`src/rtl/testdata_pkg.sv`:
```
// Shared constants and state type for the DDR3 test-data generator/checker pair.
package testdata_pkg;

  typedef enum logic [1:0] {
    IDLE  = 2'd0,
    CHECK = 2'd1,
    DONE  = 2'd2,
    TOUT  = 2'd3
  } state_t;

  // Generator and checker both default to these so the sequence lengths agree.
  localparam int DEF_TOTAL_NUM = 1300;
  localparam int DEF_START_VAL = 0;

  localparam int RD_LAT_MIN = 1;
  localparam int RD_LAT_MAX = 2;

endpackage

```
`src/rtl/testdata_check_if.sv`:
```
// Read-FIFO side signals observed by the test-data checker.
interface testdata_check_if #(
  parameter int DATA_WIDTH = 16
);
  logic                  rd_mem_enable;
  logic                  rd_en;
  logic [DATA_WIDTH-1:0] rd_data;

  modport master (output rd_mem_enable, output rd_en, output rd_data);
  modport slave  (input  rd_mem_enable, input  rd_en, input  rd_data);
endinterface

```
`src/rtl/testdata_vld_dly.sv`:
```
// Delays the read-FIFO read enable by the FIFO read latency to mark valid data.
module testdata_vld_dly #(
  parameter int RD_LATENCY = 1
) (
  input  logic clk,
  input  logic rst_n,
  input  logic rd_en,
  output logic data_vld
);

  logic [RD_LATENCY-1:0] sr_q;

  generate
    if (RD_LATENCY == 1) begin : g_one
      always_ff @(posedge clk or negedge rst_n) begin
        if (!rst_n) sr_q <= '0;
        else        sr_q <= rd_en;
      end
    end else begin : g_multi
      always_ff @(posedge clk or negedge rst_n) begin
        if (!rst_n) sr_q <= '0;
        else        sr_q <= {sr_q[RD_LATENCY-2:0], rd_en};
      end
    end
  endgenerate

  assign data_vld = sr_q[RD_LATENCY-1];

endmodule

```
`src/rtl/testdata_check.sv`:
```
// Checks read-FIFO words against the incrementing test sequence and reports
// completion, pass/fail, stall timeout and overrun.
//
// state | meaning
// IDLE  | waiting for rd_mem_enable to arm
// CHECK | comparing each valid word, watching for stalls
// DONE  | TOTAL_NUM words checked; extra words flag overrun
// TOUT  | stall detected; everything frozen until reset
module testdata_check
  import testdata_pkg::*;
#(
  parameter int DATA_WIDTH  = 16,
  parameter int TOTAL_NUM   = DEF_TOTAL_NUM,
  parameter int START_VAL   = DEF_START_VAL,
  parameter int RD_LATENCY  = 1,
  parameter int CNT_WIDTH   = 16,
  parameter int TIMEOUT_CYC = 100000
) (
  input  logic                  clk,
  input  logic                  rst_n,
  testdata_check_if.slave       rd_if,
  output logic [CNT_WIDTH-1:0]  rx_cnt,
  output logic [CNT_WIDTH-1:0]  err_cnt,
  output logic [CNT_WIDTH-1:0]  first_err_idx,
  output logic [DATA_WIDTH-1:0] first_err_data,
  output logic                  check_done,
  output logic                  check_pass,
  output logic                  timeout,
  output logic                  overrun
);

  localparam int                    TMR_W    = $clog2(TIMEOUT_CYC + 1);
  localparam logic [CNT_WIDTH-1:0]  TOTAL_C  = CNT_WIDTH'(TOTAL_NUM);
  localparam logic [DATA_WIDTH-1:0] START_C  = DATA_WIDTH'(START_VAL);
  localparam logic [TMR_W-1:0]      TMR_LOAD = TMR_W'(TIMEOUT_CYC);

  generate
    if (TOTAL_NUM < 1 || longint'(TOTAL_NUM) > ((longint'(1) << CNT_WIDTH) - 1)) begin : g_bad_total
      $error("testdata_check: TOTAL_NUM out of range for CNT_WIDTH");
    end
    if (RD_LATENCY < RD_LAT_MIN || RD_LATENCY > RD_LAT_MAX) begin : g_bad_lat
      $error("testdata_check: RD_LATENCY must be 1 or 2");
    end
  endgenerate

  state_t                state_q, state_d;
  logic                  data_vld;
  logic                  chk_vld;
  logic                  word_ok;
  logic                  last_word;
  logic                  tmr_tc;
  logic [DATA_WIDTH-1:0] exp_q;
  logic [TMR_W-1:0]      tmr_q;

  testdata_vld_dly #(.RD_LATENCY(RD_LATENCY)) u_vld_dly (
    .clk      (clk),
    .rst_n    (rst_n),
    .rd_en    (rd_if.rd_en),
    .data_vld (data_vld)
  );

  assign chk_vld   = (state_q == CHECK) && data_vld;
  assign word_ok   = (rd_if.rd_data == exp_q);
  assign last_word = (rx_cnt == TOTAL_C - 1'b1);
  assign tmr_tc    = (tmr_q == TMR_W'(1));

  always_ff @(posedge clk or negedge rst_n) begin
    if (!rst_n) state_q <= IDLE;
    else        state_q <= state_d;
  end

  // A valid word in the terminal-count cycle takes priority over the timeout.
  always_comb begin
    state_d = state_q;
    unique case (state_q)
      IDLE:  if (rd_if.rd_mem_enable) state_d = CHECK;
      CHECK: begin
        if (data_vld) begin
          if (last_word) state_d = DONE;
        end else if (tmr_tc) begin
          state_d = TOUT;
        end
      end
      DONE:    state_d = DONE;
      TOUT:    state_d = TOUT;
      default: state_d = IDLE;
    endcase
  end

  // Stall timer: reloaded on arming and on every valid word, counts down otherwise.
  always_ff @(posedge clk or negedge rst_n) begin
    if (!rst_n)                               tmr_q <= '0;
    else if (state_q == IDLE || chk_vld)      tmr_q <= TMR_LOAD;
    else if (state_q == CHECK)                tmr_q <= tmr_q - 1'b1;
  end

  always_ff @(posedge clk or negedge rst_n) begin
    if (!rst_n) begin
      exp_q          <= START_C;
      rx_cnt         <= '0;
      err_cnt        <= '0;
      first_err_idx  <= '0;
      first_err_data <= '0;
      check_done     <= 1'b0;
      check_pass     <= 1'b0;
      timeout        <= 1'b0;
      overrun        <= 1'b0;
    end else begin
      if (chk_vld) begin
        exp_q  <= exp_q + 1'b1;
        rx_cnt <= rx_cnt + 1'b1;
        if (!word_ok) begin
          if (err_cnt != '1) err_cnt <= err_cnt + 1'b1;
          // err_cnt never returns to zero, so this captures only the first miss.
          if (err_cnt == '0) begin
            first_err_idx  <= rx_cnt;
            first_err_data <= rd_if.rd_data;
          end
        end
      end
      if (state_q == CHECK && state_d == DONE) begin
        check_done <= 1'b1;
        check_pass <= word_ok && (err_cnt == '0);
      end
      if (state_q == CHECK && state_d == TOUT) timeout <= 1'b1;
      if (state_q == DONE && data_vld)         overrun <= 1'b1;
    end
  end

endmodule

```
`src/flat_wrapper.sv`:
```
// flat-port wrapper written by rule: the top's interface ports become plain ports
module testdata_check_flat import testdata_pkg::*;
#(
  parameter int DATA_WIDTH  = 16,
  parameter int TOTAL_NUM   = DEF_TOTAL_NUM,
  parameter int START_VAL   = DEF_START_VAL,
  parameter int RD_LATENCY  = 1,
  parameter int CNT_WIDTH   = 16,
  parameter int TIMEOUT_CYC = 100000
)
  (clk, rst_n, rx_cnt, err_cnt, first_err_idx, first_err_data, check_done, check_pass, timeout, overrun, rd_if_rd_mem_enable, rd_if_rd_en, rd_if_rd_data);
  testdata_check_if #(.DATA_WIDTH(DATA_WIDTH)) rd_if_i ();
  input  logic clk;
  input  logic rst_n;
  output logic [CNT_WIDTH-1:0] rx_cnt;
  output logic [CNT_WIDTH-1:0] err_cnt;
  output logic [CNT_WIDTH-1:0] first_err_idx;
  output logic [DATA_WIDTH-1:0] first_err_data;
  output logic check_done;
  output logic check_pass;
  output logic timeout;
  output logic overrun;
  input wire logic [$bits(rd_if_i.rd_mem_enable)-1:0] rd_if_rd_mem_enable;
  input wire logic [$bits(rd_if_i.rd_en)-1:0] rd_if_rd_en;
  input wire logic [$bits(rd_if_i.rd_data)-1:0] rd_if_rd_data;
  assign rd_if_i.rd_mem_enable = rd_if_rd_mem_enable;
  assign rd_if_i.rd_en = rd_if_rd_en;
  assign rd_if_i.rd_data = rd_if_rd_data;
  testdata_check #(.DATA_WIDTH(DATA_WIDTH), .TOTAL_NUM(TOTAL_NUM), .START_VAL(START_VAL), .RD_LATENCY(RD_LATENCY), .CNT_WIDTH(CNT_WIDTH), .TIMEOUT_CYC(TIMEOUT_CYC)) u_core (.clk(clk), .rst_n(rst_n), .rd_if(rd_if_i), .rx_cnt(rx_cnt), .err_cnt(err_cnt), .first_err_idx(first_err_idx), .first_err_data(first_err_data), .check_done(check_done), .check_pass(check_pass), .timeout(timeout), .overrun(overrun));
endmodule
```
`config.mk`:
```
export PLATFORM = sky130hd
export DESIGN_NAME = testdata_check_flat
export DESIGN_NICKNAME = d
export VERILOG_FILES = /design/src/rtl/testdata_pkg.sv /design/src/rtl/testdata_check_if.sv /design/src/rtl/testdata_vld_dly.sv /design/src/rtl/testdata_check.sv /design/src/flat_wrapper.sv
export SDC_FILE = /design/constraint.sdc
export NUM_CORES = 1
export LEC_CHECK = 0
export CORE_ASPECT_RATIO = 1.75
export CORE_MARGIN = 2
export CORE_UTILIZATION = 56
export CTS_CLUSTER_SIZE = 14
export DETAILED_ROUTE_END_ITERATION = 12
export GPL_ROUTABILITY_DRIVEN = 0
export HOLD_SLACK_MARGIN = 0.02
export PLACE_DENSITY_LB_ADDON = 0.15
export RECOVER_POWER = 50
export SYNTH_ARGS = -nofsm -noshare
export SYNTH_HDL_FRONTEND = slang
export SYNTH_SLANG_ARGS = --single-unit
```
`constraint.sdc`:
```
create_clock -name clk -period 4.95 [get_ports clk]
set_input_delay 0.7425 -clock clk [delete_from_list [all_inputs] [get_ports clk]]
set_output_delay 0.7425 -clock clk [all_outputs]
set_load 0.05 [all_outputs]
```
; ---- Word-level counts from Yosys, hierarchy flattened
; Cells that the tools add are included.
[op_classes]
n_addsub = 4
multipliers = 0
n_div = 0
order_cmp = 0
n_eq_ne = 9
shift = 0
muxes = 7
bitwise = 1
reduce_logical = 11
[ops]
columns = operator, count
row1 = "16-bit by 1-bit adder with 16-bit output, second input constant", 3
row2 = 17-bit two-way mux, 2
row3 = "17-bit by 1-bit == test with 1-bit output, second input constant", 1
row4 = "17-bit by 1-bit subtractor with 17-bit output, second input constant", 1
row5 = "16-bit by 11-bit == test with 1-bit output, second input constant", 1
row6 = 16-bit == test, 1
row7 = 16-bit zero test, 1
row8 = "16-bit != test, second input constant", 1
row9 = "2-bit == test, second input constant", 4
row10 = 2-bit two-way mux, 4
row11 = 2-bit case mux with 4 select lines, 1
row12 = 3-bit AND reduction, 2
row13 = 1-bit logical AND, 5
row14 = "2-bit by 1-bit == test with 1-bit output, second input constant", 1
row15 = 2-bit zero test, 1
row16 = 2-bit nonzero test, 1
row17 = 1-bit logical OR, 1
row18 = 1-bit inverter, 1
[word_totals]
reg_bits = 104
latchBits = 0
ramBits = 0
romBits = 0
in_bits = 20
output_inout_bits = 68
word_cells = 44
n_memories = 0

; ---- Longest topological paths before layout
; Gate-level depths: netlist of the first run.
[logic_depth]
ltp_word = 6
depth_mapped = 8
ltp_nobuf = 7

; ---- By module
; A second synthesis of the first run with hierarchy kept.
[hier_totals]
cells_unflattened = 403
area_unflattened_um2 = 4712.0
[by_module_without_submodules]
columns = module, n_inst, cells_each, area_per_inst_um2, seq_area_each_um2
row1 = testdata_check, 1, 402, 4687.0, 2577.5
row2 = testdata_vld_dly, 1, 1, 25.0, 25.0

; ---- Worst setup path before layout of the first run
; Ideal clock, no wire load.
[synth_path]
path_kind = reg2reg
startpoint = register u_core.err_cnt[1]
endpoint = register u_core.err_cnt[1]
setup_ps = 125
arrival_ps = 2117
required_time_ps = 4825
slack_ps = 2708
path_stages_with_launch = 7
path_buffers = 0
synth_period_minus_slack_ps = 2242
path_cell_list = dfrtp_1 > ha_1 > nand3_1 > or3_4 > o21ai_4 > nor2_1 > mux2_2
[synth_between]
elab_chain_cells = 2
elab_cells_between_ends = 3
classes_between = add/sub: 1 / eq/ne: 1 / reduce/logical: 1
[synth_rtl]
columns = element, line_no
row1 = from (decl), testdata_check.sv:23  ; output logic [CNT_WIDTH-1:0] err_cnt,
row2 = from (signal assigned), testdata_check.sv:113  ; if (err_cnt != '1) err_cnt <= err_cnt + 1'b1;
row3 = "parallel branches: the longest is 2 deep, another holds 16-bit by 1-bit adder with 16-bit output", n/a
; Parallel ways; which one is timed is not known.
; A chain may end at the register's enable or synchronous reset.

; ---- Worst setup path after layout of the first run
[layout_path]
startpoint = input port rd_if_rd_data[0]
endpoint = register u_core.first_err_idx[8]
[layout_between]
elab_chain_cells = 3
[layout_rtl]
columns = element, line_no
row1 = from (decl), flat_wrapper.sv:25  ; input wire logic [$bits(rd_if_i.rd_data)-1:0] rd_if_rd_data;
row2 = 16-bit == test, testdata_check.sv:63  ; assign word_ok = (rd_if.rd_data == exp_q);
row3 = 1-bit inverter (no source line), n/a
row4 = 3-bit AND reduction (no source line), n/a
row5 = to (signal assigned), testdata_check.sv:116  ; first_err_idx <= rx_cnt;
row6 = to (decl), testdata_check.sv:24  ; output logic [CNT_WIDTH-1:0] first_err_idx,
; Every way passes these cells.

==> results of run 1 <==
-- synth_stat cells (7+ instances only) --
| library cell | count | share of area (%) |
|---|---|---|
| sky130_fd_sc_hd__dfrtp_1 | 104 | 54 |
| sky130_fd_sc_hd__nor2_1 | 22 | 1.7 |
| sky130_fd_sc_hd__nor3_1 | 13 | 1.3 |
| sky130_fd_sc_hd__and3_1 | 7 | 0.90 |
| sky130_fd_sc_hd__nand4_1 | 13 | 1.7 |
| sky130_fd_sc_hd__nand3_1 | 17 | 1.8 |
| sky130_fd_sc_hd__nor4_1 | 10 | 1.3 |
| sky130_fd_sc_hd__nand2_1 | 39 | 3.0 |
| sky130_fd_sc_hd__xor2_1 | 24 | 4.3 |
| sky130_fd_sc_hd__mux2_4 | 30 | 9.3 |
| sky130_fd_sc_hd__xnor2_1 | 49 | 8.8 |
-- power breakdown --
group,switching [mW],internal (mW),leakage (nW)
logic,0.523,0.317,1.14
clock network,0.286,0.349,0.126
registers,0.200,0.974,1.29
-- worst max-delay path by stage --
| stage | start | to | cells past startpoint | slack (ps) |
|---|---|---|---|---|
| floorplan | u_core.err_cnt[1]$_DFFE_PN0P_ | u_core.err_cnt[1]$_DFFE_PN0P_ | 6 | 2710 |
| global placement | rd_if_rd_data[0] | u_core.first_err_data[14]$_DFFE_PN0P_ | 8 | 1750 |
| detailed placement | rd_if_rd_data[13] | u_core.first_err_data[15]$_DFFE_PN0P_ | 8 | 1690 |
| CTS | rd_if_rd_data[13] | u_core.first_err_idx[8]$_DFFE_PN0P_ | 8 | 2070 |
| global route | rst_n | u_core.first_err_idx[4]$_DFFE_PN0P_ | 2 | 1540 |
| finish | rd_if_rd_data[0] | u_core.first_err_idx[8]$_DFFE_PN0P_ | 8 | 2080 |
-- worst max-delay path, delay by kind of cell --
kind / cells / cell delay, ps
XOR/XNOR: 1 / 140
multiplexers: 1 / 340
buffers and inverters: 3 / 1140
AND/OR/NAND/NOR: 3 / 700
-- state kept, by name (all words and copies together) (netlist names) --
name / count
u_core.first_err_idx: 16
u_core.state_q: 2
u_core.tmr_q: 17
u_core.check_pass: 1
u_core.rx_cnt: 16
u_core.first_err_data: 16
u_core.check_done: 1
u_core.u_vld_dly.data_vld: 1
u_core.err_cnt: 16
u_core.overrun: 1
u_core.timeout: 1
u_core.exp_q: 16
-- layout make-up --
cell class / instances / area, µm²
Clock buffer: 13 / 250
Clock inverter: 1 / 5.00
Fill cell: 669 / 2480
Inverter: 6 / 22.5
Multi-Input combinational cell: 280 / 2160
Sequential cell: 104 / 2600
Tap cell: 117 / 146
Timing Repair Buffer: 90 / 887
-- kinds of logic after synthesis --
| family | after synthesis | synth area share, % |
|---|---|---|
| compound gates | 14 | 1.98 |
| xor+xnor | 73 | 13.2 |
| fa+ha+maj | 6 | 1.55 |
| buf+inv | 16 | 1.83 |
| flops | 104 | 53.6 |
| mux | 33 | 9.97 |
| simple gates | 154 | 17.9 |
-- layout by cell type (no fill, tap or decap), types with 2 or more instances in the layout --
| cell | n |
|---|---|
| sky130_fd_sc_hd__dfrtp_1 | 104 |
| sky130_fd_sc_hd__clkdlybuf4s50_1 | 85 |
| sky130_fd_sc_hd__xnor2_1 | 49 |
| sky130_fd_sc_hd__nand2_1 | 39 |
| sky130_fd_sc_hd__mux2_4 | 30 |
| sky130_fd_sc_hd__xor2_1 | 24 |
| sky130_fd_sc_hd__nor2_1 | 22 |
| sky130_fd_sc_hd__nand3_1 | 17 |
| sky130_fd_sc_hd__nand4_1 | 13 |
| sky130_fd_sc_hd__nor3_1 | 13 |
| sky130_fd_sc_hd__nor4_1 | 10 |
| sky130_fd_sc_hd__clkbuf_16 | 9 |
| sky130_fd_sc_hd__and3_1 | 7 |
| sky130_fd_sc_hd__inv_1 | 6 |
| sky130_fd_sc_hd__ha_1 | 6 |
| sky130_fd_sc_hd__nor4b_1 | 5 |
| sky130_fd_sc_hd__and4_1 | 5 |
| sky130_fd_sc_hd__a21oi_1 | 4 |
| sky130_fd_sc_hd__clkbuf_1 | 4 |
| sky130_fd_sc_hd__or4_1 | 3 |
| sky130_fd_sc_hd__mux2_2 | 3 |
| sky130_fd_sc_hd__o21ai_0 | 3 |
| sky130_fd_sc_hd__buf_4 | 3 |
| sky130_fd_sc_hd__nor4bb_1 | 2 |
| sky130_fd_sc_hd__nor3b_1 | 2 |
| sky130_fd_sc_hd__a21o_1 | 2 |
| sky130_fd_sc_hd__nand2b_1 | 2 |
| sky130_fd_sc_hd__nand3b_1 | 2 |
| sky130_fd_sc_hd__nor2b_1 | 2 |
| sky130_fd_sc_hd__or2_2 | 2 |
| sky130_fd_sc_hd__o21bai_1 | 2 |
-- routing by layer --
metal  wire length (µm)  global-route usage, %  up-vias  part of all wire [%]
li1                   -                      -     1568                     -
met1               4060                   28.0     1685                    40
met2               5610                   41.4       73                    55
met3                294                   3.39       12                   2.9
met4                189                   9.35        0                   1.9
met5                  0                      0        -                     0
==> summary by stage, run 1 <==
Worst hold path
The beginning of the worst hold path is u_core.check_done$_DFFE_PN0P_. The tightest min-delay check is of the register to register type. The worst hold path terminates at u_core.check_done$_DFFE_PN0P_.

Along the worst hold path, the cell count comes to 1.

Clock network
After clock tree synthesis, the clock-pin slew on the worst setup and hold paths is 60 ps. Once the clock tree was built, the resizer swapped 0 gates to a different size. CTS placed an instance of sky130_fd_sc_hd__clkbuf_16 at the clock tree root.

The maximum level of the CTS H-tree is 3. TritonCTS built the clock tree. The post-CTS setup repair buffer count is 0. The hold-fix buffer count after cts is 0. The number of buffers between clock root and the deepest sink is 2.

The number of sinks driven by the clock tree is 104. The number of buffers inserted during clock tree synthesis is 9. The clock reaches the later pin of the worst-skew pair after 350 ps.

Timing
The worst-case headroom to the max-slew limit is -27.2%. The final period demand of the worst path is 2870 ps. The share of the cycle needed by the critical path after routing is 58.1%. The number of failing hold endpoints at the final stage is 0. Setup repair after global routing left no endpoint under its margin. The count of pins over their slew limit is 37. On the final layout, the worst hold slack is 482 ps. The setup skew after layout is 5.38 ps.

Setup violations remaining at the end of the flow were counted as 0. Based on the critical path, the design can be clocked at up to 348 MHz. Summed over all failing endpoints, the final setup total negative slack is 0 ps. For the pin with the worst max-slew slack, the measured transition is 1910 ps.

Setup slack on the critical path of the routed design comes to 2080 ps.

Global routing
The first-pass GRT wire length is 16,900 µm. The total routing resource utilization after global routing is 23.5%. The number of global-route vias before repair was 3,463.

The number of antenna violations at the first check in global routing is 0. The sum of overflow across all layers after global routing is 0. The pin count of the biggest net entering global routing is 70.

Finish
At the end of the flow, the number of nets in the layout was 517. The layout overhead on the synthesized area is 25.1%. The utilization after layout is 71.0%. The finished cells cover 6080 µm². The count of placed standard cells in the final layout, fillers left out is 611. The number of antenna diodes in the final layout is 0. The fraction of layout instances using a drive strength above 1 is 10.9%.

Synth
The total of flip-flops plus latches after synthesis is 104. Synthesis produced a netlist with a net count of 426. The most used flip-flop cell after synthesis is sky130_fd_sc_hd__dfrtp_1. The synthesized cell area is 4860 µm².

The count of unique library cells instantiated by Yosys is 43. The number of flops mapped to enable cells by yosys is 0. After synthesis, the share of flip-flops with an asynchronous set or reset is 100%. The total number of yosys warnings is 0. The share of the Yosys chip area taken by registers is 53.6%. After synthesis, the mean cell area works out to 12.1 µm².

The number of instances in the synthesized netlist is 400.

Pwr
Summing internal, switching and leakage power gives 2.65 mW. Power spread over the standard cell area amounts to 436 nW/µm². In this run the static leakage power is 2.55 nW. IR analysis of the VDD net gives a maximum drop of 0.000401 V.

Critical path
The signal on the critical path passes through clkdlybuf4s50_1 > xnor2_1 > nand4_1 > nor4_4 > buf_4 > nor3_4 > buf_4 > mux2_4. STA classifies the critical path startpoint as an input port. The data arrival time of the critical path is 3100 ps. The critical path in this run is classified as input port to register. The required arrival time at the worst endpoint is 5180 ps. The peak fanout along the critical path is 25. For flop-to-flop paths, the worst setup slack is 2280 ps.

The nature of the critical path endpoint is a register. On the worst path, the slowest cell contributes a delay of 500 ps. The library cell contributing the largest single delay on the critical path is sky130_fd_sc_hd__buf_4. Among the stages of the critical path, the cell type that occurs most often is sky130_fd_sc_hd__buf_4. The critical register-to-register path startpoint is u_core.err_cnt[0]$_DFFE_PN0P_. The worst reg2reg path depth is 7. In this run the critical register-to-register path is captured at u_core.first_err_idx[8]$_DFFE_PN0P_.

Floorplan
The initial utilization of the core area, before any placement, comes to 56.8%. The height of the die is 127 µm. For this design the top-level I/O count stands at 88. Row generation in the floorplan step produced 45 rows.

The die width is 74.4 µm. The die footprint is 9460 µm². The floorplan step defined a core boundary enclosing 8560 µm².

Placement
After detailed placement, the design holds a cell count of 597. Buffers placed on the I/O ports in this run total 87. The pre-CTS setup slack is 1690 ps. The estimated wirelength of the detail-placed design is 7350 µm. After detailed placement, the total cell area comes to 5830 µm².

Routing
The number of nets with antenna violations after routing is 0. The detailed router finished its first iteration with 149 violations. The DRC violation count after routing is 0.

The via-per-instance ratio is 5.46. Across all layers, the routed design uses 3,338 vias. The routed design has 10,200 µm of wire. The average routed wire per standard cell is 16.6 µm. For this run, the detailed router's first-pass iteration total came to 4.

Run status
The run finished, with violations left. The final reports fail on max-capacitance violations, max-slew violations.

Flow run
The number of maximum-capacitance constraint violations is 1.
No activity file was read; power rests on OpenSTA's default activity.
==> run 2, diff against run 1 <==
- CORE_UTILIZATION: 56 -> 53
- clock period: 4.95 -> 3 ns (I/O delays scaled with it)
==> run 2 against run 1 <==
The run now ends clean. Sequential share of layout area down 0.42 points. Clock skew up 1.3 ps. Core utilization down 2.7 points. Final area up 0.99%. Global-route usage down 1.5 points. Die area up 5.4%. Count of clock-buffer cells in the layout down 3. Largest power group unchanged.
==> summary by stage, run 2 (synthesized netlist as in run 1, its figures left out) <==
Global routing
For met2 alone, demand over resource in global routing was 40.2%. The first-pass GRT wire length is 17,100 µm. met2 is the most crowded layer.

The met3 routing resource usage after global routing is 2.95%. The number of global-route vias before repair was 3,503. The sum of overflow across all layers after global routing is 0.

The number of antenna violations at the first check in global routing is 0. Entering global routing, the biggest net connects 54 pins. Global routing used 22.0% of the available tracks. For this run, global-route usage on met1 was measured as 24.5%.

Clock network
The hold-fix buffer count after cts is 0. The clock latency reported for the late side of the worst-skew pair is 350 ps. The number of sinks driven by the clock tree is 104. The post-CTS setup repair buffer count is 0. After clock tree synthesis, the clock-pin slew on the worst setup and hold paths is 70 ps. The number of buffers between clock root and the deepest sink is 2. The number of buffers inserted during clock tree synthesis is 9. The CTS root buffer is sky130_fd_sc_hd__clkbuf_16. The count of cells resized by post-cts repair is 0. The H-tree was split into 3 levels.

TritonCTS built the clock tree.

Placement
The count of buffers inserted at the top-level ports is 87. The estimated wirelength of the detail-placed design is 7610 µm.

Timing
Clock skew on the completed layout was measured at 6.73 ps. Setup violations remaining at the end of the flow were counted as 0. At the pin with the least slew margin, the transition time is 1300 ps. The final total negative setup slack is 0 ps. In the finished design, the share of the clock period the worst path needs comes to 84.0%.

The number of failing hold endpoints at the final stage is 0. Across all hold checks on the routed design, the worst slack comes to 384 ps. The count of pins over their slew limit is 0. Setup repair after global routing left no endpoint under its margin. The fmax is 397 MHz. The final period demand of the worst path is 2520 ps. The worst-case headroom to the max-slew limit is 13.5%.

Pwr
The share of power burned in combinational logic is 31.0%. Summed over all nets, the switching power comes to 1.70 mW. The clock network is responsible for 25.7% of the overall power.

The worst-case IR drop observed on VDD is 0.000622 V. Summed over all cells, the static leakage comes to 2.58 nW. The cell internal power dissipation is 2.77 mW. The total power per unit cell area is 730 nW/µm².

The switching portion of total power is 38.1%. The portion of total power attributed to sequential cells is 43.3%.

Finish
The flip-flop count of the largest register, all copies and words added is 17. Ranked by flip-flop count, first place goes to u_core.tmr_q. From synthesis to final layout, the design area changed by 26.3%. The number of antenna diodes in the final layout is 0. The library cells used most frequently in the layout, excluding fill and tap cells, are sky130_fd_sc_hd__dfrtp_1, sky130_fd_sc_hd__clkdlybuf4s50_1, sky130_fd_sc_hd__xnor2_1. The library cell used most frequently in the layout, excluding fill and tap cells, is sky130_fd_sc_hd__dfrtp_1.

At the end of the flow, the number of nets in the layout was 519. The fraction of layout instances using a drive strength above 1 is 12.0%.

Critical path
The signal on the critical path passes through inv_1 > ha_1 > nor4b_1 > nand4_1 > nor3_4 > buf_4 > mux2_2. The startpoint type of the worst setup path is a register. The worst setup path is of the register to register kind. The data arrival time of the critical path is 2750 ps. Of all nets on the critical path, the largest fanout is 10.

In this run the critical register-to-register path is launched from u_core.err_cnt[0]$_DFFE_PN0P_. For this run, the slowest stage of the critical path takes 430 ps. The sum of buffers and inverters on the critical path is 2. For the worst flop-to-flop path, the logic depth is 7.

The register-to-register setup slack is 480 ps. The required arrival time at the worst endpoint is 3230 ps. In this run the critical register-to-register path is captured at u_core.first_err_idx[1]$_DFFE_PN0P_. Among all stages on the critical path, the largest delay is contributed by sky130_fd_sc_hd__dfrtp_1. The kind of cell adding the most delay to the critical path is simple AND/OR/NAND/NOR gates. STA classifies the critical path endpoint as a register.

Floorplan
The area inside the core boundary is 8980 µm². The number of cell rows is 46. The floorplan step set the die width to 76.4 µm.

The initial core utilization is 54.1%. From bottom edge to top edge, the die measures 131 µm. The die footprint is 9980 µm².

The total I/O pin count is 88.

Routing
Across all layers, the routed design uses 3,387 vias. The total routed wirelength is 10,600 µm. After detailed routing, the average wire length per cell comes to 17.1 µm. The number of nets with antenna violations after routing is 0. After the first detailed-routing iteration, the DRC count stood at 201.

The first detailed-routing pass ran for 4 iterations. After detailed routing, the number of remaining DRC violations is 0. Using the TritonRoute via totals, the vias-per-cell ratio works out to 5.48.

Flow run
The number of maximum-capacitance constraint violations is 0.

Run status
The run finished with clean final reports.

Worst hold path
In this run the worst hold path is classified as input port to asynchronous set/reset pin.
==> run 2: cell count changes in the layout (fill, tap and decap cells not counted), moves of 2 or more <==
| cell | previous run | this run |
|---|---|---|
| sky130_fd_sc_hd__clkbuf_1 | 4 | 2 |
| sky130_fd_sc_hd__clkinv_2 | 1 | 3 |
| sky130_fd_sc_hd__clkbuf_2 | 0 | 2 |
| sky130_fd_sc_hd__clkdlybuf4s50_1 | 85 | 81 |
| sky130_fd_sc_hd__dlygate4sd3_1 | 1 | 5 |
| sky130_fd_sc_hd__clkinvlp_4 | 0 | 2 |
==> run 2: power by group through the flow <==
stage          clock network (mW)  registers (mW)  logic (mW)
5_1_grt                      1.22            1.98        1.48
3_3_place_gp                    0            1.95        1.38
2_1_floorplan                   0            2.38       0.452
3_5_place_dp                    0            1.96        1.40
4_1_cts                      1.17            1.94        1.41
6_report                     1.15            1.94        1.39
==> run 2: area by class of cell <==
cell class	instances	area (µm²)
fillers	721	2840
flip-flops and latches	104	2600
multi-input cells	280	2160
repair buffers	92	910
clock buffers	10	229
well taps	120	150
clock inverters	6	60.1
inverters	6	22.5
==> run 2: stage by stage <==
stage | setup slack, ps | power, mW | instance area [µm²] | cells | utilization, %
2_1_floorplan | 758 | 2.84 | 4860 | 400 | -
3_3_place_gp | 223 | 3.33 | 5870 | 601 | 65.4
3_5_place_dp | 190 | 3.36 | 5870 | 601 | 65.4
4_1_cts | 162 | 4.52 | 6160 | 617 | 68.6
5_1_grt | 201 | 4.68 | 6140 | 618 | 68.3
6_report | 479 | 4.48 | 6140 | 618 | 68.3
==> run 2: metal layers <==
layer  up-vias  wire length (µm)
met3        23               330
met1      1715              4060
met2        79              5790
met4         0               404
li1       1570                 -
met5         -                 0
==> run 2: worst reg2reg max path: cells and delay by family (launching register included) <==
family / cells / cell delay, ps
fa+ha+maj: 1 / 150
buf+inv: 2 / 390
flops: 1 / 430
mux: 1 / 360
simple gates: 3 / 1090
==> run 2: how the worst max path moves through the flow <==
stage | from | to | slack [ps] | depth (start not counted)
floorplan | u_core.err_cnt[1]$_DFFE_PN0P_ | u_core.err_cnt[1]$_DFFE_PN0P_ | 760 | 6
global placement | u_core.err_cnt[0]$_DFFE_PN0P_ | u_core.first_err_data[14]$_DFFE_PN0P_ | 220 | 7
detailed placement | u_core.err_cnt[0]$_DFFE_PN0P_ | u_core.first_err_data[11]$_DFFE_PN0P_ | 190 | 7
CTS | u_core.err_cnt[0]$_DFFE_PN0P_ | u_core.first_err_idx[6]$_DFFE_PN0P_ | 160 | 7
global route | rst_n | u_core.first_err_data[13]$_DFFE_PN0P_ | 200 | 2
finish | u_core.err_cnt[0]$_DFFE_PN0P_ | u_core.first_err_idx[1]$_DFFE_PN0P_ | 480 | 7
==> run 3, diff against run 2 <==
- CORE_UTILIZATION: 53 -> 47
- clock period: 3 -> 2.3 ns (I/O delays scaled with it)
==> run 3 against run 2 <==
Register-to-register slack got worse by 250 ps. Cell count increased by 4.2%. Sequential cell count unchanged. Sequential power increased by 27%. Largest cell class unchanged. Sequential share of layout area decreased by 1.3 points. Final area increased by 3.3%.
==> summary by stage, run 3 (synthesized netlist as in run 1, its figures left out) <==
Finish
The combined area of the multi-input logic cells is 2170 µm². 0 antenna diodes ended up in the layout. The most frequent standard cell in the layout excluding fill and tap cells is sky130_fd_sc_hd__dfrtp_1. Leaving out fill and tap cells, the most frequent cells in the layout are sky130_fd_sc_hd__dfrtp_1, sky130_fd_sc_hd__clkdlybuf4s50_1, sky130_fd_sc_hd__xnor2_1. The register with the most flip-flops in the layout has 17 of them.

The fraction of layout instances using a drive strength above 1 is 14.9%. Across the whole layout, storage elements account for 2600 µm². The largest register by flop count is u_core.tmr_q. The final layout contains 538 nets. The utilization after layout is 62.3%. Relative to the synthesized area, the layout overhead comes to 30.5%. After filler insertion, the fill cell instance count of the layout stands at 830.

Worst hold path
The type of the most critical hold path is register to register.

Floorplan
88 I/O pins were placed. The die covers 11,200 µm². The core region is 10,200 µm². The number of cell rows is 49.

The die width is 80.8 µm. The height of the die is 138 µm. For this configuration, the core starts out at a cell density of 47.7%.

Flow run
Across the run, the number of max-cap violations was 0.

Critical path
The nature of the critical path endpoint is an output pin. The worst register-to-register path begins at u_core.err_cnt[0]$_DFFE_PN0P_. The setup path with the least slack is of type register to output pin. Data on the critical path is required at its endpoint by 1960 ps. The startpoint type of the worst setup path is a register. Together, buffers and inverters on the worst path number 1. In this run the worst setup path terminates at rx_cnt[3]. On the critical path, the stage with the largest delay is an instance of sky130_fd_sc_hd__clkdlybuf4s50_1. The capturing point of the worst reg2reg path is u_core.first_err_data[6]$_DFFE_PN0P_. The critical path goes through clkdlybuf4s50_1. In this run the worst setup path begins at u_core.rx_cnt[3]$_DFFE_PN0P_. In this run the worst path has a maximum fanout of 8.

For the worst flop-to-flop path, the logic depth is 8. The setup check on the worst reg-to-reg path leaves a slack of 230 ps. In this run the number of cells on the critical path is 1. The largest incremental delay on the critical path is 870 ps. In this design, the largest share of critical-path delay is due to buffers and inverters. The data arrival time of the critical path is 1730 ps.

Pwr
The leakage power of the design is 2.68 nW. The worst ir drop on vdd is 0.000803 V. Of the total power, the share spent switching nets is 37.2%.

The total chip power is 6.05 mW. The fraction of power consumed by the clock network is 26.8%. Internal power comes to 3.80 mW. The share of power burned in combinational logic is 32.4%. The total power per unit cell area is 955 nW/µm². The switching component of the power is 2.25 mW. The portion of total power attributed to sequential cells is 40.8%.

Routing
After detailed routing, the average wire length per cell comes to 16.5 µm. For this block, the routed nets add up to 10,600 µm of wire. The violation count after the first detailed-route iteration is 179.

For this run, design rule violations remaining after detail routing come to 0. The count of nets left with antenna violations once routing finished came out at 0. The via-per-instance ratio is 5.32. The number of optimization iterations in the first detailed-route pass is 6. The via count of the routed design is 3,423.

Timing
The slew at the pin closest to its max-slew limit is 1090 ps. Setup repair after global routing left no endpoint under its margin. The setup skew after layout is 7.91 ps. The share of the cycle needed by the critical path after routing is 90.0%. The worst-case headroom to the max-slew limit is 27.2%. The fmax is 483 MHz. The final period demand of the worst path is 2070 ps.

The count of pins over their slew limit is 0. The final number of setup-violating endpoints is 0. The number of failing hold endpoints at the final stage was 0.

Clock network
The clock latency reported for the late side of the worst-skew pair is 350 ps. TritonCTS built the clock tree. For this design, the sink count on the clock tree is 104. The CTS root buffer is sky130_fd_sc_hd__clkbuf_16. The clock passes through at most 2 buffers. The number of buffers inserted during clock tree synthesis is 9. The CTS clock-pin slew for the worst setup and hold paths is 70 ps. The maximum level of the CTS H-tree is 3.

Global routing
The number of global-route vias before repair is 3,623. Entering global routing, the biggest net connects 49 pins. Across every metal layer, demand over resource in global routing totals 20.5%. The sum of overflow across all layers after global routing is 0. The number of antenna violations at the first check in global routing is 0. The first global-routing pass estimated 17,900 µm of wire.

Run status
The flow ran to the end, and the final reports show no timing, DRC or antenna violations.

Placement
The count of buffers inserted at the top-level ports is 87. Once detailed placement completed, the half-perimeter wirelength came to 7600 µm.
## run 3: changes by cell type in the layout (fill, tap and decap cells not counted), sizes merged
cell / delta
buf: +15
bufinv: +1
clkbuf: +3
clkdlybuf4s50: +4
clkinv: +1
clkinvlp: -2
dlygate4sd3: -3
## run 3: how the worst min path moves through the flow
stage | start | to | cells past startpoint
6_report | u_core.check_done$_DFFE_PN0P_ | u_core.check_done$_DFFE_PN0P_ | 1
3_5_place_dp | rst_n | u_core.first_err_data[11]$_DFFE_PN0P_ | 1
3_3_place_gp | rst_n | u_core.first_err_data[14]$_DFFE_PN0P_ | 1
5_1_grt | u_core.check_done$_DFFE_PN0P_ | u_core.check_done$_DFFE_PN0P_ | 1
4_1_cts | rd_if_rd_en | u_core.u_vld_dly.data_vld$_DFF_PN0_ | 1
2_1_floorplan | rst_n | u_core.check_done$_DFFE_PN0P_ | 0
## run 3: metrics by stage
| stage | instances | hold WS, ps | setup WS (ps) | area (µm²) | setup TNS (ps) |
|---|---|---|---|---|---|
| after global routing | 644 | 502 | 76.9 | 6340 | 0 |
| after floorplan | 400 | 49.4 | 57.8 | 4860 | 0 |
| after detailed placement | 627 | 383 | -57.2 | 6030 | -1460 |
| final | 644 | 482 | 229 | 6340 | 0 |
| after CTS | 644 | 421 | 115 | 6360 | 0 |
| after global placement | 627 | 370 | -29.6 | 6030 | -638 |
## run 3: metal layers
metal  routed length, µm  global-route usage (%)  part of all wire, %
met5                   0                       0                    0
met4                 261                    8.30                  2.5
met3                 489                    4.57                  4.6
met2                5450                    32.8                   51
met1                4420                    26.6                   42
## run 3: what timing repair did
item	4_1_cts	5_1_grt
setup buffers	0	0
hold buffers	1	0
gates resized for setup	0	1
endpoints found under the hold margin	40	0
setup endpoints to repair	0	24
## run 3: cell type report
type                            count  share of cell area, %
Inverter                            6                  0.355
Sequential cell                   104                   41.1
Multi-Input combinational cell    280                   34.3
Clock inverter                      6                   1.32
Clock buffer                       10                   3.61
Tap cell                          127                   2.51
Timing Repair Buffer              111                   16.9
## run 3: power by group through the flow
stage	registers (mW)	logic, mW	clock network [mW]
6_report	2.47	1.96	1.62
5_1_grt	2.52	2.09	1.74
4_1_cts	2.46	1.98	1.67
3_5_place_dp	2.50	1.97	0
3_3_place_gp	2.48	1.94	0
2_1_floorplan	3.11	0.589	0
==> RTL change 1, RTL diff (flow settings as in run 1) <==
Put one more register stage on the output `err_cnt`, without a reset. The value now appears one clock later. The other outputs are not delayed to match.
--- a/src/rtl/testdata_check.sv
+++ b/src/rtl/testdata_check.sv
@@ -34,4 +34,6 @@
   localparam logic [DATA_WIDTH-1:0] START_C  = DATA_WIDTH'(START_VAL);
   localparam logic [TMR_W-1:0]      TMR_LOAD = TMR_W'(TIMEOUT_CYC);
+
+  logic [CNT_WIDTH-1:0] err_cnt_s0;
 
   generate
@@ -99,5 +101,5 @@
       exp_q          <= START_C;
       rx_cnt         <= '0;
-      err_cnt        <= '0;
+      err_cnt_s0     <= '0;
       first_err_idx  <= '0;
       first_err_data <= '0;
@@ -111,7 +113,7 @@
         rx_cnt <= rx_cnt + 1'b1;
         if (!word_ok) begin
-          if (err_cnt != '1) err_cnt <= err_cnt + 1'b1;
+          if (err_cnt_s0 != '1) err_cnt_s0 <= err_cnt_s0 + 1'b1;
           // err_cnt never returns to zero, so this captures only the first miss.
-          if (err_cnt == '0) begin
+          if (err_cnt_s0 == '0) begin
             first_err_idx  <= rx_cnt;
             first_err_data <= rd_if.rd_data;
@@ -121,5 +123,5 @@
       if (state_q == CHECK && state_d == DONE) begin
         check_done <= 1'b1;
-        check_pass <= word_ok && (err_cnt == '0);
+        check_pass <= word_ok && (err_cnt_s0 == '0);
       end
       if (state_q == CHECK && state_d == TOUT) timeout <= 1'b1;
@@ -128,4 +130,8 @@
   end
 
+  always_ff @(posedge clk) begin
+    err_cnt <= err_cnt_s0;
+  end
+
 endmodule
 
Behaviour: not the same (a bounded check fails within 4 cycles, from zero or initial values and one cycle with rst_n low).
==> RTL change 1 against run 1 <==
The flow still finishes with violations (capacitance limit, slew limit); count of clock-buffer cells in the layout increased by 17; hold slack worse by 30 ps; sequential share of layout area rose by 1.5 points; combinational power shrank 2%; sequential cell count rose by 16; largest cell class unchanged; routed wire length increased by 7.5%; final area rose by 8.6%; power up 25%; die area grew 4.0%; worst setup slack got worse by 370 ps; critical path type is now primary input to async pin; clock skew up 1.9 ps; highest routed layer unchanged; first-iteration DRC count is 110% higher; sequential power grew 17%; synthesized area increased by 4.2%.
==> RTL change 1: results (changes against run 1) <==
| Metric | Value |
|---|---|
| Area used by multi-input combinational logic | `0.00207 mm² (was 0.00216 mm²)` |
| Post-synthesis cell count | `424 (was 400)` |
| Routed met1 length | `4130 µm (was 4060 µm)` |
| Slew margin rel. | `-107% (was -27.2%)` |
| Setup slack, reg-to-reg | `2350 ps (was 2280 ps)` |
| Wirelength per Cell | `16.7 µm (was 16.6 µm)` |
| Fill cells | `572 (was 669)` |
| Critical path arrival | `3730 ps (was 3100 ps)` |
| Final period utilization | `65.5% (was 58.1%)` |
| Ranking of synthesized cells by area | `dfrtp_1, xnor2_1, mux2_2 (was dfrtp_1, mux2_4, xnor2_1)` |
| Largest net degree at the start of global routing | `59 (was 70)` |
| Fraction of registers with async set/reset | `86.7% (was 100%)` |
| Crit-path slowest cell | `clkbuf_1 (was buf_4)` |
| Max_cap viols | `1 (unchanged)` |
| Failing checks | `capacitance limit, slew limit (unchanged)` |
| Yosys cell types | `41 (was 43)` |
| Vias in the first global route | `3663 (was 3463)` |
| Post-Syn Nets | `450 (was 426)` |
| M1 GR Usage | `27.2% (was 28.0%)` |
| Total GRT Usage | `24.2% (was 23.5%)` |
| Crit path from | `rst_n (was rd_if_rd_data[0])` |
| Worst Skew | `7.25 ps (was 5.38 ps)` |
| Grt met3 use | `5.95% (was 3.39%)` |
| Outcome | `finished with violations (unchanged)` |
| Max-slew violation count | `59 (was 37)` |
| Maximum VDD drop | `0.417 mV (was 0.401 mV)` |
| Worst slack, placed | `1610 ps (was 1690 ps)` |
| TritonCTS buffer count | `17 (was 9)` |
| Final WL | `10900 µm (was 10200 µm)` |
| Top post-synthesis cells by count | `dfrtp_1, xnor2_1, nand2_1 (unchanged)` |
RTL change 1: cell count changes after synthesis, moves of 4 or more:
cell,before,now
clkbuf_1,2,6
dfxtp_1,0,16
mux2_2,3,32
mux2_4,30,0
nand2b_1,2,6
nand4_1,13,19
o21ai_0,3,9
or3_1,0,5
xnor2_1,49,45
RTL change 1: report_power, final:
part | internal [W] | switching (W)
clock | 0.000731 | 0.000387
sequential | 0.00116 | 0.000212
combinational | 0.000314 | 0.000512
RTL change 1: final timing paths:
path | endpoint | cells after the start
max | u_core.first_err_data[7]$_DFFE_PN0P_ | 2
min | u_core.err_cnt[4]$_DFF_P_ | 0
min reg2reg | u_core.err_cnt[4]$_DFF_P_ | 0
max reg2reg | u_core.first_err_data[13]$_DFFE_PN0P_ | 6
min in group asynchronous | u_core.err_cnt_s0[8]$_DFFE_PN0P_ | 1
max in group clk | u_core.first_err_data[13]$_DFFE_PN0P_ | 7
RTL change 1: logic make-up (layout without fill, tap and decap cells):
| logic type | Yosys count | in the layout | share of synthesized area, % |
|---|---|---|---|
| muxes | 35 | 35 | 7.76 |
| buffers and inverters | 16 | 127 | 1.29 |
| DFF | 120 | 120 | 57.8 |
| AOI/OAI and AO/OA | 20 | 20 | 2.50 |
| adders and majority gates | 6 | 6 | 1.48 |
| xor gates and xnor gates | 68 | 68 | 11.8 |
| and+or+nand+nor | 159 | 159 | 17.5 |
RTL change 1: layout make-up:
| cell class | count | share of cell area, % |
|---|---|---|
| Tap cell | 117 | 2.22 |
| Multi-Input combinational cell | 288 | 31.4 |
| Clock buffer | 30 | 8.25 |
| Inverter | 6 | 0.341 |
| Timing Repair Buffer | 89 | 13.3 |
| Clock inverter | 2 | 0.152 |
| Sequential cell | 120 | 44.3 |
==> RTL change 2, RTL diff (settings of run 1) <==
Without the edit above. `DATA_WIDTH` is set to 16 in 3 places; all go to 32.
--- a/src/rtl/testdata_check_if.sv
+++ b/src/rtl/testdata_check_if.sv
@@ -1,5 +1,5 @@
 // Read-FIFO side signals observed by the test-data checker.
 interface testdata_check_if #(
-  parameter int DATA_WIDTH = 16
+  parameter int DATA_WIDTH = 32
 );
   logic                  rd_mem_enable;
--- a/src/rtl/testdata_check.sv
+++ b/src/rtl/testdata_check.sv
@@ -10,5 +10,5 @@
   import testdata_pkg::*;
 #(
-  parameter int DATA_WIDTH  = 16,
+  parameter int DATA_WIDTH  = 32,
   parameter int TOTAL_NUM   = DEF_TOTAL_NUM,
   parameter int START_VAL   = DEF_START_VAL,
--- a/src/flat_wrapper.sv
+++ b/src/flat_wrapper.sv
@@ -2,5 +2,5 @@
 module testdata_check_flat import testdata_pkg::*;
 #(
-  parameter int DATA_WIDTH  = 16,
+  parameter int DATA_WIDTH  = 32,
   parameter int TOTAL_NUM   = DEF_TOTAL_NUM,
   parameter int START_VAL   = DEF_START_VAL,
Ports: changed (resized first_err_data and rd_if_rd_data); port bits go from 88 to 120. The function was not compared with the original's and may differ.
==> RTL change 2 against run 1 <==
The flow still finishes with violations (capacitance limit, slew limit); power increased by 71%; critical path depth shrank 1; count of clock-buffer cells in the layout up 4; final area increased by 33%; global-route usage grew 1.2 points; sequential cell count grew 32; clock power rose by 100%; worst setup slack lost 210 ps; synthesized area grew 27%; routed wire length is 37% higher.
==> RTL change 2: results (changes against run 1) <==
| Metric | Value |
|---|---|
| R2R Path Start | `u_core.exp_q[6]$_DFFE_PN0P_ (was u_core.err_cnt[0]$_DFFE_PN0P_)` |
| Failing checks | `capacitance limit, slew limit (unchanged)` |
| Post-DR vias/cell | `5.59 (was 5.46)` |
| Root Driver | `clkbuf_16 (unchanged)` |
| Ranking of synthesized cells by area | `dfrtp_1, xnor2_1, mux2_2 (was dfrtp_1, mux2_4, xnor2_1)` |
| Largest net degree at the start of global routing | `94 (was 70)` |
| Mean post-synth cell area | `11.9 µm² (was 12.1 µm²)` |
| CP delay by family, top | `simple AND/OR/NAND/NOR gates (was buffers and inverters)` |
| Reg2Reg Depth | `6 (was 7)` |
| Dpl cells | `761 (was 597)` |
| Layout net count | `692 (was 517)` |
| Pleak | `3.39 nW (was 2.55 nW)` |
| Fill cells | `698 (was 669)` |
| PortBufs | `119 (was 87)` |
| Switching power share of the total | `38.7% (was 38.1%)` |
| Post-Syn Nets | `562 (was 426)` |
| Crit path from | `rd_if_rd_data[23] (was rd_if_rd_data[0])` |
| Top post-synthesis cells by count | `dfrtp_1, xnor2_1, mux2_2 (was dfrtp_1, xnor2_1, nand2_1)` |
| Critical path arrival | `3380 ps (was 3100 ps)` |
| Vias in the first global route | `4690 (was 3463)` |
| Yosys cell types | `41 (was 43)` |
| TritonCTS buffer count | `17 (was 9)` |
| Clk Latency, worst-skew pair | `410 ps (was 350 ps)` |
| Grt met3 use | `4.86% (was 3.39%)` |
| Share of layout cells above drive strength 1 | `13.7% (was 10.9%)` |
| Worst Skew | `9.93 ps (was 5.38 ps)` |
| Post-DP HPWL | `10200 µm (was 7350 µm)` |
| Seq pwr share | `34.9% (was 44.3%)` |
| Met2 GRT Util | `46.4% (was 41.4%)` |
| Least-Margin Pin Slew | `2260 ps (was 1910 ps)` |
| Global-route wire length before repair | `23100 µm (was 16900 µm)` |
| Clk. pwr | `0.00129 W (was 0.000635 W)` |
| ANT cells | `0 (unchanged)` |
| Max_cap viols | `1 (unchanged)` |
| RR Endpoint | `u_core.err_cnt[1]$_DFFE_PN0P_ (was u_core.first_err_idx[8]$_DFFE_PN0P_)` |
| Max stage delay on crit path | `660 ps (was 500 ps)` |
| Outcome | `finished with violations (unchanged)` |
| Total GRT Usage | `24.7% (was 23.5%)` |
| Max-slew violation count | `94 (was 37)` |
| Register area share after synthesis | `55.1% (was 53.6%)` |
| Maximum VDD drop | `0.437 mV (was 0.401 mV)` |
| Final WL | `14000 µm (was 10200 µm)` |
| Crit-path slowest cell | `nor4_1 (was buf_4)` |
| Wirelength per Cell | `17.6 µm (was 16.6 µm)` |
| DR iter-0 viols | `204 (was 149)` |
| Htree depth | `4 (was 3)` |
[RTL change 2: cell types whose count changed in the layout (fill, tap and decap cells not counted), moves of 6 or more]
cell | before | now
mux2_4 | 30 | 0
nor2_1 | 22 | 29
clkdlybuf4s50_1 | 85 | 117
xor2_1 | 24 | 16
nand2_1 | 39 | 46
nand3_1 | 17 | 26
clkbuf_16 | 9 | 17
nand4_1 | 13 | 28
mux2_2 | 3 | 49
dfrtp_1 | 104 | 136
and3_1 | 7 | 13
xnor2_1 | 49 | 88
[RTL change 2: worst register-to-register path: stages (launching register included)]
cell and delay (ps):
dfrtp_1 440, xnor2_1 300, nand4_1 130, nor4_1 620, nand2_1 560, nand2_1 250, mux2_2 350
[RTL change 2: through the flow]
stage               cell area (µm²)  total power [W]  setup slack (ps)  hold WS, ps  utilization [%]
floorplan                      6180          0.00266              2700          447                -
global placement               7500          0.00323              1460          451             70.1
detailed placement             7500          0.00327              1420          455             70.1
CTS                            8110          0.00457              1880          431             75.8
global route                   8070          0.00472              1270          489             75.4
finish                         8070          0.00453              1870          471             75.4
[RTL change 2: worst min path at each step]
stage,start,end,slack [ps]
after floorplan,rst_n,u_core.check_done$_DFFE_PN0P_,450
after global placement,u_core.check_done$_DFFE_PN0P_,u_core.check_done$_DFFE_PN0P_,450
after detailed placement,u_core.check_done$_DFFE_PN0P_,u_core.check_done$_DFFE_PN0P_,460
after CTS,rst_n,u_core.first_err_data[10]$_DFFE_PN0P_,430
after global routing,u_core.check_done$_DFFE_PN0P_,u_core.check_done$_DFFE_PN0P_,490
final,u_core.check_done$_DFFE_PN0P_,u_core.check_done$_DFFE_PN0P_,470
[RTL change 2: layout make-up]
| class | instances | area share, % |
|---|---|---|
| clock buffer | 17 | 5.27 |
| clock inverter | 15 | 2.36 |
| inverter | 7 | 0.326 |
| multi-input combinational | 366 | 32.9 |
| sequential | 136 | 42.2 |
| tap | 130 | 2.02 |
| timing repair buffer | 122 | 14.9 |
[RTL change 2: routing by layer]
| layer | routed length, µm | vias up | part of all wire, % |
|---|---|---|---|
| li1 | - | 2067 | - |
| met3 | 476 | 35 | 3.4 |
| met1 | 5220 | 2206 | 37 |
| met5 | 0 | - | 0 |
| met2 | 7780 | 123 | 56 |
| met4 | 471 | 0 | 3.4 |
[RTL change 2: kinds of logic (layout without fill, tap and decap cells)]
kind of cell | Yosys count | after routing | share of synthesized area, %
AND/OR/NAND/NOR | 190 | 190 | 16.5
flip-flops | 136 | 136 | 55.1
XOR/XNOR | 104 | 104 | 14.7
multiplexers | 49 | 49 | 8.93
buffers and inverters | 18 | 161 | 1.52
AO/OA/AOI/OAI | 17 | 17 | 2.02
adder cells (fa/ha/maj) | 6 | 6 | 1.21
